## config.mk

```make
export PLATFORM = sky130hd
export DESIGN_NAME = sfq_gate_tree
export DESIGN_NICKNAME = d
export VERILOG_FILES = /design/src/rtl/sfq_gate_tree_pkg.sv /design/src/rtl/sfq_cell.sv /design/src/rtl/sfq_gate_tree.sv
export SDC_FILE = /design/constraint.sdc
export NUM_CORES = 1
export LEC_CHECK = 0
export CAP_MARGIN = 10
export CORE_AREA = 2 2 39 41
export CTS_CLUSTER_SIZE = 20
export DETAILED_ROUTE_END_ITERATION = 7
export DIE_AREA = 0 0 41 43
export MAX_ROUTING_LAYER = met4
export PLACE_DENSITY = 0.64
export SLEW_MARGIN = 20
export SYNTH_ARGS = -nofsm -noshare
export SYNTH_HDL_FRONTEND = slang
export SYNTH_SLANG_ARGS = --single-unit
export TNS_END_PERCENT = 50
```

## constraint.sdc

```tcl
create_clock -name clk -period 1.2 [get_ports clk]
set_clock_uncertainty 0.15 [all_clocks]
set_input_delay 0.24 -clock clk [delete_from_list [all_inputs] [get_ports clk]]
set_output_delay 0.24 -clock clk [all_outputs]
set_load 0.05 [all_outputs]
```

## src/rtl/sfq_gate_tree_pkg.sv

```systemverilog
// sfq_gate_tree_pkg: shared cell function enum and tree-shape helpers for the SFQ gate tree.
package sfq_gate_tree_pkg;

  localparam int unsigned SFQ_MAX_N = 16;

  typedef enum logic [1:0] {
    GOP_AND = 2'd0,
    GOP_OR  = 2'd1,
    GOP_XOR = 2'd2
  } gate_op_e;

  // Result of one 2-input cell for the given function.
  function automatic logic sfq_eval(input gate_op_e op, input logic a, input logic b);
    logic r;
    r = 1'b0;
    case (op)
      GOP_AND: r = a & b;
      GOP_OR:  r = a | b;
      GOP_XOR: r = a ^ b;
      default: r = 1'b0;
    endcase
    return r;
  endfunction

  // Number of nodes produced after lvl pairing levels starting from n leaves.
  function automatic int unsigned node_count(input int unsigned n, input int unsigned lvl);
    int unsigned c;
    c = n;
    for (int unsigned i = 0; (i < lvl) && (i < SFQ_MAX_N); i++) begin
      c = (c + 1) / 2;
    end
    return c;
  endfunction

endpackage

```

## src/rtl/sfq_cell.sv

```systemverilog
// sfq_cell: one clocked SFQ node, either a 2-input gate (N_IN=2) or a 1-input DRO buffer (N_IN=1).
module sfq_cell
  import sfq_gate_tree_pkg::*;
#(
  parameter int unsigned N_IN = 2,
  parameter gate_op_e    OP   = GOP_AND
) (
  input  logic            clk,
  input  logic            rst_n,
  input  logic            tick,
  input  logic [N_IN-1:0] pulse_in,
  output logic            pulse_out_c
);

  logic [N_IN-1:0] arrived_q;
  logic [N_IN-1:0] arrived_d;
  logic            eval_c;

  // Tick closes the window first; a same-cycle pulse then arms the next window.
  always_comb begin
    arrived_d = arrived_q;
    if (tick) begin
      arrived_d = '0;
    end
    arrived_d = arrived_d | pulse_in;
  end

  // Arrival flags.
  always_ff @(posedge clk or negedge rst_n) begin
    if (!rst_n) begin
      arrived_q <= '0;
    end else begin
      arrived_q <= arrived_d;
    end
  end

  if (N_IN == 2) begin : g_gate
    assign eval_c = sfq_eval(OP, arrived_q[0], arrived_q[1]);
  end else begin : g_dro
    // Buffer re-emits its stored pulse: the gate fed with the op's identity element.
    assign eval_c = sfq_eval(OP, arrived_q[0], OP == GOP_AND);
  end

  assign pulse_out_c = tick & eval_c;

endmodule

```

## src/rtl/sfq_gate_tree.sv

```systemverilog
// sfq_gate_tree: balanced tree of clocked SFQ cells over N_INPUTS pulse inputs.
// Optional macro SFQ_SETUP_CHECK_EN adds the sticky err_setup output.
module sfq_gate_tree
  import sfq_gate_tree_pkg::*;
#(
  parameter int unsigned N_INPUTS = 3,
  parameter int unsigned GATE_OP  = 0,
  parameter int unsigned LEVELS   = $clog2(N_INPUTS)
) (
  input  logic                clk,
  input  logic                rst_n,
  input  logic                clk_sent,
  input  logic [N_INPUTS-1:0] in_sent,
  output logic                out_data,
  output logic                out_sent
`ifdef SFQ_SETUP_CHECK_EN
  ,
  output logic                err_setup
`endif
);

  localparam gate_op_e OP = gate_op_e'(2'(GATE_OP));

  logic                clk_sent_q, clk_sent_d;
  logic [N_INPUTS-1:0] in_sent_q, in_sent_d;
  logic                armed_q, armed_d;
  logic                out_sent_q, out_sent_d;
  logic                out_data_q, out_data_d;
  logic                tick_c;
  logic [N_INPUTS-1:0] pulse_c;
  logic                root_c;

  // Edge detection; armed_q blanks the first cycle after reset so held-high levels give no edge.
  always_comb begin
    clk_sent_d = clk_sent;
    in_sent_d  = in_sent;
    armed_d    = 1'b1;
    tick_c     = armed_q & clk_sent & ~clk_sent_q;
    pulse_c    = {N_INPUTS{armed_q}} & in_sent & ~in_sent_q;
  end

  // One evaluation strobe per tick; data carries the root cell result.
  always_comb begin
    out_sent_d = tick_c;
    out_data_d = tick_c & root_c;
  end

  // Edge and output registers.
  always_ff @(posedge clk or negedge rst_n) begin
    if (!rst_n) begin
      clk_sent_q <= 1'b0;
      in_sent_q  <= '0;
      armed_q    <= 1'b0;
      out_sent_q <= 1'b0;
      out_data_q <= 1'b0;
    end else begin
      clk_sent_q <= clk_sent_d;
      in_sent_q  <= in_sent_d;
      armed_q    <= armed_d;
      out_sent_q <= out_sent_d;
      out_data_q <= out_data_d;
    end
  end

  assign out_sent = out_sent_q;
  assign out_data = out_data_q;

  // Tree levels: pairs feed gates, an odd last node feeds a DRO buffer to keep depth balanced.
  for (genvar l = 0; l < LEVELS; l++) begin : g_lvl
    localparam int unsigned CNT_IN  = node_count(N_INPUTS, l);
    localparam int unsigned CNT_OUT = node_count(N_INPUTS, l + 1);

    logic [CNT_IN-1:0]  lvl_in;
    logic [CNT_OUT-1:0] lvl_out;

    if (l == 0) begin : g_src
      assign lvl_in = pulse_c;
    end else begin : g_src
      assign lvl_in = g_lvl[l-1].lvl_out;
    end

    for (genvar j = 0; j < CNT_OUT; j++) begin : g_node
      if (2 * j + 1 < CNT_IN) begin : g_cell
        sfq_cell #(
          .N_IN (2),
          .OP   (OP)
        ) u_cell (
          .clk         (clk),
          .rst_n       (rst_n),
          .tick        (tick_c),
          .pulse_in    (lvl_in[2*j+1:2*j]),
          .pulse_out_c (lvl_out[j])
        );
      end else begin : g_buf
        sfq_cell #(
          .N_IN (1),
          .OP   (OP)
        ) u_buf (
          .clk         (clk),
          .rst_n       (rst_n),
          .tick        (tick_c),
          .pulse_in    (lvl_in[2*j]),
          .pulse_out_c (lvl_out[j])
        );
      end
    end
  end

  assign root_c = g_lvl[LEVELS-1].lvl_out[0];

`ifdef SFQ_SETUP_CHECK_EN
  logic err_setup_q, err_setup_d;

  // Sticky flag: a data pulse landing on the same cycle as a tick.
  always_comb begin
    err_setup_d = err_setup_q | (tick_c & (|pulse_c));
  end

  // Setup error register.
  always_ff @(posedge clk or negedge rst_n) begin
    if (!rst_n) begin
      err_setup_q <= 1'b0;
    end else begin
      err_setup_q <= err_setup_d;
    end
  end

  assign err_setup = err_setup_q;
`endif

endmodule

```

==> metrics.log, run 1 <==
[metrics] status: complete, but fails checks
[metrics] violations in the final reports: setup timing
[metrics] residual antenna-violating net count after detailed routing: 0
[metrics] type of the most critical hold path: primary input to asynchronous set/reset pin
[metrics] largest fanout of any net on the critical path: 1
[metrics] Post-Synthesis Mean Instance Area: 15.64 µm²
[metrics] number of post-CTS setup repair buffers: 0
[metrics] full die area: 1763 µm²
[metrics] core region area: 1384 µm²
[metrics] post-cts gate resize count: 1
[metrics] Tmin final: roughly 1200 ps
[metrics] number of ports placed on the die boundary: 8
[metrics] post-layout util: 41.05%
[metrics] CP endpoint kind: primary output
[metrics] cells after synthesis: 26
[metrics] worst-path cell chain: buf_12
[metrics] most common cell after layout, fill and taps aside: dfrtp_1
[metrics] clock net sink count: 12
[metrics] CTS root buf: clkbuf_4
[metrics] instance area at placement: 546.8 µm²
[metrics] Layout Cell Area excl Fill: between 500 and 600 µm²
[metrics] Compound-Gate Fraction of Synth Area: a little under 7%
[metrics] insertion delay to the later sink of the worst-skew pair: ~260 ps
[metrics] main combinational cell family by area after synthesis: simple AND/OR/NAND/NOR gates
[metrics] final cycle utilization of the critical path: 100.2%
[metrics] clock tree from TritonCTS: done
[metrics] wire length on met1: 236 µm
[metrics] starting DRC count in detailed routing: 6
[metrics] number of nets in the layout: 48
[metrics] Pwr per Cell Area: roughly 1400 nW/µm²
[metrics] Critical-path top delay cell: dfrtp_1
[metrics] number of antenna diodes: 0
[metrics] parity-gate share of the synthesized area counting xor and xnor cells: 0%
[metrics] global-route wire length before repair: 1055 µm
[metrics] Max Used Layer: met4
[metrics] Worst path max stage delay: 400 ps
[metrics] launching element type of the critical path: register
[metrics] fraction of synthesized area in multiplexers: 6.154%
[metrics] leak pwr: 0.2786 nW
[metrics] fraction of layout cells with a size suffix above 1: 32.50%
[metrics] number of endpoints failing setup at the final stage: 2
[metrics] routability-driven placement congestion ratio: 0.6603
[metrics] Unique masters post-synth: 11
[metrics] DRC: 0
[metrics] top library cells by usage in the layout, fill and taps aside: 12 x dfrtp_1, 4 x clkdlybuf4s50_1, 4 x buf_4, 3 x nand2_1, 3 x clkbuf_4
[metrics] quantity of hold-fixing buffers added after cts: 0
[metrics] unrepaired setup endpoints after global routing: true
[metrics] pin count of the biggest net entering global routing: 13
[metrics] routed vias/inst: 4.232
[metrics] met3 routed WL: 72 µm
[metrics] worst IR drop on VDD: roughly 0.63 mV
[metrics] Overall Global Routing Usage: 10.18%
[metrics] highest attainable clock frequency: 0.8316 GHz
[metrics] worst endpoint data arrival time: 810 ps
[metrics] Final Hold Viols: 0
[metrics] count of buffer and inverter cells on the critical path: 1
[metrics] Top Family by Delay on Critical Path: flip-flops
[metrics] detailed-routing iteration count for the pre-antenna-repair pass: 2
[metrics] wire length on met2: ~320 µm
[metrics] critical path data required time: 810 ps
[metrics] vias in the first global route: 254
[metrics] maximum buffer depth of the clock tree: 2
[metrics] placement-stage worst setup slack: -295.2 ps
[metrics] Die Y: approximately 43 µm
[metrics] remaining global-route overflow: 0
[metrics] WL per Instance: 11.41 µm
[metrics] net count after synthesis: 32
[metrics] synthesized area: 406.6 µm²
[metrics] post-synthesis sequential area ratio: 73.85%
[metrics] share of synthesized cell area in and, or, nand and nor gates: 9.538%
[metrics] I/O Buffers: 7
[metrics] cts bufs inserted: 3
[metrics] synth-to-layout area growth: 39.69%
[metrics] detailed-route via count: 237
[metrics] Rows: 14
[metrics] detailed-route wire length: 639 µm
[metrics] count of yosys warnings during synthesis: 0
[metrics] PnR worst setup slack: -2.432 ps
[metrics] startpoint of the most critical register-to-register path: clk_sent_q
[metrics] Final Max Tran Viols: 0
[metrics] post-detail-place hpwl: 489.4 µm
[metrics] kind of critical path: register to primary output
[metrics] clock-pin slew on the worst setup and hold paths: roughly 60 ps
[metrics] H-tree levels: 1
[metrics] antenna violations before repair: 0
[metrics] timing startpoint of the critical path: out_sent
[metrics] Horiz. Die Dim: 41 µm
[metrics] Worst Hold Margin: ~120 ps
[metrics] fraction of the mapped netlist area in adder cells: 0%
[metrics] count of maximum capacitance violations: 0
[metrics] #FFs+latches synth: 12
[metrics] starting density of the core: 29.39%
## cells by family after synthesis
family          after synthesis
flops                        12
simple gates                  5
compound gates                3
buf+inv                       3
mux                           2
other cells                   1
## metal layers
metal	GRT usage [%]	vias to the layer above
met2	12.81	11
met3	9.948	2
met4	6.000	0
li1	-	113
met1	9.589	111
met5	-	-
## path summary, 6_finish.rpt
path                                                                      end  slack, ps  depth (start not counted)
worst max-delay path                                                 out_sent         -2                          1
worst min-delay path                                                 out_data        120                          2
worst max register to register                                       register         70                          3
worst min register to register  g_lvl[0].g_node[0].g_cell.u_cell.arrived_q[1]        270                          1
max in group asynchronous       g_lvl[0].g_node[0].g_cell.u_cell.arrived_q[0]        630                          2
min in group clk                                                   clk_sent_q        140                          1
## through the flow
step | TNS, ps | power [mW] | instances
floorplan | 0 | 0.5282 | 26
finish | -3.135 | 0.8072 | 56
detailed placement | -1567 | 0.5891 | 53
global placement | -1330 | 0.5821 | 53
CTS | -36.91 | 0.8267 | 56
global route | -79.19 | 0.8661 | 56
## Yosys cell counts
cell type	instances	area, µm²
mux2_4	1	15.01
o2bb2ai_1	2	17.52
inv_1	2	7.510
a32o_1	1	10.01
nand2_1	3	11.26
nand3b_4	1	20.02
dfrtp_1	12	300.3
conb_1	1	3.750
and3_2	1	7.510
mux2i_1	1	10.01
inv_2	1	3.750
## power by group
group / total, mW / leakage [nW] / switching, mW / internal (mW)
logic: 0.105 / 0.120 / 0.0415 / 0.0634
registers: 0.474 / 0.145 / 0.0244 / 0.450
clock network: 0.228 / 0.0138 / 0.112 / 0.116
total: 0.807 / 0.279 / 0.178 / 0.629
## area by class of cell
cell class,instances,area [µm²]
clock buffers,3,22.52
fillers,123,815.8
inverters,3,11.26
multi-input cells,11,95.09
flip-flops and latches,12,300.3
well taps,16,20.02
repair buffers,11,118.9
No activity file was read; power rests on OpenSTA's default activity.
==> run 2: changes to the inputs <==
--- a/config.mk
+++ b/config.mk
@@ -11,7 +11,7 @@
 export DETAILED_ROUTE_END_ITERATION = 7
 export DIE_AREA = 0 0 41 43
 export MAX_ROUTING_LAYER = met4
-export PLACE_DENSITY = 0.64
+export PLACE_DENSITY = 0.62
 export SLEW_MARGIN = 20
 export SYNTH_ARGS = -nofsm -noshare
 export SYNTH_HDL_FRONTEND = slang
==> constraint.sdc (replaced) <==
create_clock -name clk -period 1.4 [get_ports clk]
set_clock_uncertainty 0.15 [all_clocks]
set_input_delay 0.28 -clock clk [delete_from_list [all_inputs] [get_ports clk]]
set_output_delay 0.28 -clock clk [all_outputs]
set_load 0.05 [all_outputs]
==> run 2 against run 1 <==
The run now ends clean. Worst hold slack improved by 41 ps. First-iteration DRC count decreased by 100%. Critical path depth unchanged. Setup slack improved by 160 ps. Sequential cell count unchanged. Sequential power decreased by 14%. Core utilization decreased by 0.45 points. Critical endpoint is now out_data. Largest cell class unchanged. Largest power group unchanged.
==> metrics.log, run 2 (synthesis gave the netlist of run 1 again) <==
[metrics] status: completed
[metrics] CP endpoint kind: primary output
[metrics] post-detail-place hpwl: 447.5 µm
[metrics] critical path data required time: 970 ps
[metrics] Final Hold Viols: 0
[metrics] vias in the first global route: 269
[metrics] Pwr per Cell Area: around 1200 nW/µm²
[metrics] number of antenna diodes: 0
[metrics] fraction of layout cells with a size suffix above 1: 30.77%
[metrics] remaining global-route overflow: 0
[metrics] Horiz. Die Dim: 41 µm
[metrics] full die area: 1763 µm²
[metrics] highest attainable clock frequency: 0.8023 GHz
[metrics] insertion delay to the later sink of the worst-skew pair: 260 ps
[metrics] global-route wire length before repair: about 1100 µm
[metrics] WP depth: 1
[metrics] Setup TNS Final: 0 ps
[metrics] count of buffer and inverter cells on the critical path: 1
[metrics] clock tree from TritonCTS: done
[metrics] startpoint of the most critical register-to-register path: armed_q
[metrics] detailed-route wire length: 601 µm
[metrics] clock net sink count: 12
[metrics] count of maximum capacitance violations: 0
[metrics] number of post-CTS setup repair buffers: 0
[metrics] core region area: 1384 µm²
[metrics] H-tree levels: 1
[metrics] Tmin final: 1246 ps
[metrics] clock-pin slew on the worst setup and hold paths: 70 ps
[metrics] Final Max Tran Viols: 0
[metrics] starting density of the core: 29.39%
[metrics] Rows: 14
[metrics] synth-to-layout area growth: 38.15%
[metrics] number of endpoints failing setup at the final stage: 0
[metrics] PnR worst setup slack: roughly 150 ps
[metrics] unrepaired setup endpoints after global routing: false
[metrics] cts bufs inserted: 3
[metrics] maximum buffer depth of the clock tree: 2
[metrics] WL per Instance: 10.93 µm
[metrics] final cycle utilization of the critical path: 89.03%
[metrics] Die Y: 43 µm
[metrics] leak pwr: 0.2724 nW
[metrics] routed vias/inst: 4.218
[metrics] kind of critical path: register to primary output
[metrics] residual antenna-violating net count after detailed routing: 0
[metrics] Overall Global Routing Usage: 9.979%
[metrics] most common cell after layout, fill and taps aside: dfrtp_1
[metrics] I/O Buffers: 7
[metrics] worst IR drop on VDD: around 0.50 mV
[metrics] antenna violations before repair: 0
[metrics] detailed-routing iteration count for the pre-antenna-repair pass: 1
[metrics] end point of the critical path: out_data
[metrics] largest fanout of any net on the critical path: 1
[metrics] Top Family by Delay on Critical Path: flip-flops
[metrics] Worst R2R Setup Slack: 220 ps
[metrics] starting DRC count in detailed routing: 0
[metrics] detailed-route via count: 232
[metrics] CTS root buf: clkbuf_4
[metrics] number of cells traversed by the worst register-to-register path: 4
[metrics] number of nets in the layout: 47
[metrics] worst endpoint data arrival time: 820 ps
[metrics] routability-driven placement congestion ratio: between 0.7 and 0.8
[metrics] DRC: 0
[metrics] quantity of hold-fixing buffers added after cts: 0
[metrics] post-cts gate resize count: 0
[metrics] launching element type of the critical path: register
[metrics] placement-stage worst setup slack: -132.5 ps
[metrics] timing startpoint of the critical path: out_data
[metrics] Crit Reg-Reg Endpoint: out_data
[metrics] Critical-path top delay cell: dfrtp_1
[metrics] number of ports placed on the die boundary: 8
[metrics] worst-path cell chain: buf_12
[metrics] type of the most critical hold path: primary input to asynchronous set/reset pin
[metrics] Worst path max stage delay: 400 ps
[metrics] pin count of the biggest net entering global routing: 13
[metrics] top library cells by usage in the layout, fill and taps aside: 12 x dfrtp_1, 5 x clkdlybuf4s50_1, 3 x nand2_1, 3 x clkbuf_4, 3 x buf_4
## run 2: cell count changes in the layout (fill, tap and decap cells not counted), sizes merged
cell / previous run / this run
buf: 6 / 5
clkdlybuf4s50: 4 / 5
dlygate4sd2: 1 / 0
## run 2: final cells by class
| cell class | instances | area [µm²] |
|---|---|---|
| flip-flops and latches | 12 | 300.3 |
| multi-input cells | 11 | 95.09 |
| repair buffers | 10 | 112.6 |
| clock buffers | 3 | 22.52 |
| inverters | 3 | 11.26 |
| fillers | 142 | 822.0 |
| well taps | 16 | 20.02 |
## run 2: per-layer routing
layer,vias to the layer above,GRT usage [%],share of wire (%)
met5,-,-,0
met4,0,6.000,0
met3,0,6.283,4.8
met2,6,13.75,54
met1,113,10.31,41
li1,113,-,-
## run 2: report_power, final
part / total [mW] / switching, mW / internal [mW]
combinational: 0.0870 / 0.0334 / 0.0536
sequential: 0.406 / 0.0205 / 0.385
clock: 0.197 / 0.0981 / 0.0993
total: 0.690 / 0.152 / 0.538
## run 2: worst min-delay path by stage
stage,slack (ps),cells after the start,to
6_report,160,2,asynchronous set/reset pin
5_1_grt,170,2,asynchronous set/reset pin
4_1_cts,160,2,asynchronous set/reset pin
3_5_place_dp,270,1,g_lvl[0].g_node[1].g_buf.u_buf.arrived_q
3_3_place_gp,250,1,g_lvl[0].g_node[1].g_buf.u_buf.arrived_q
2_1_floorplan,-170,0,asynchronous set/reset pin
## run 2: worst reg2reg max path, stage by stage (launching register included)
cell	delay (ps)
dfrtp_1	440
nand3b_4	110
inv_2	50
buf_4	130
and3_2	200
## run 2: through the flow
stage | area (µm²) | hold slack [ps] | cells | total power [mW] | utilization, %
floorplan | 406.6 | -165.6 | 26 | 0.4528 | -
global placement | 539.3 | 254.3 | 52 | 0.4964 | 38.97
detailed placement | 539.3 | 273.3 | 52 | 0.5009 | 38.97
CTS | 561.8 | 160.3 | 55 | 0.7025 | 40.60
global route | 561.8 | 167.9 | 55 | 0.7374 | 40.60
finish | 561.8 | 160.4 | 55 | 0.6904 | 40.60
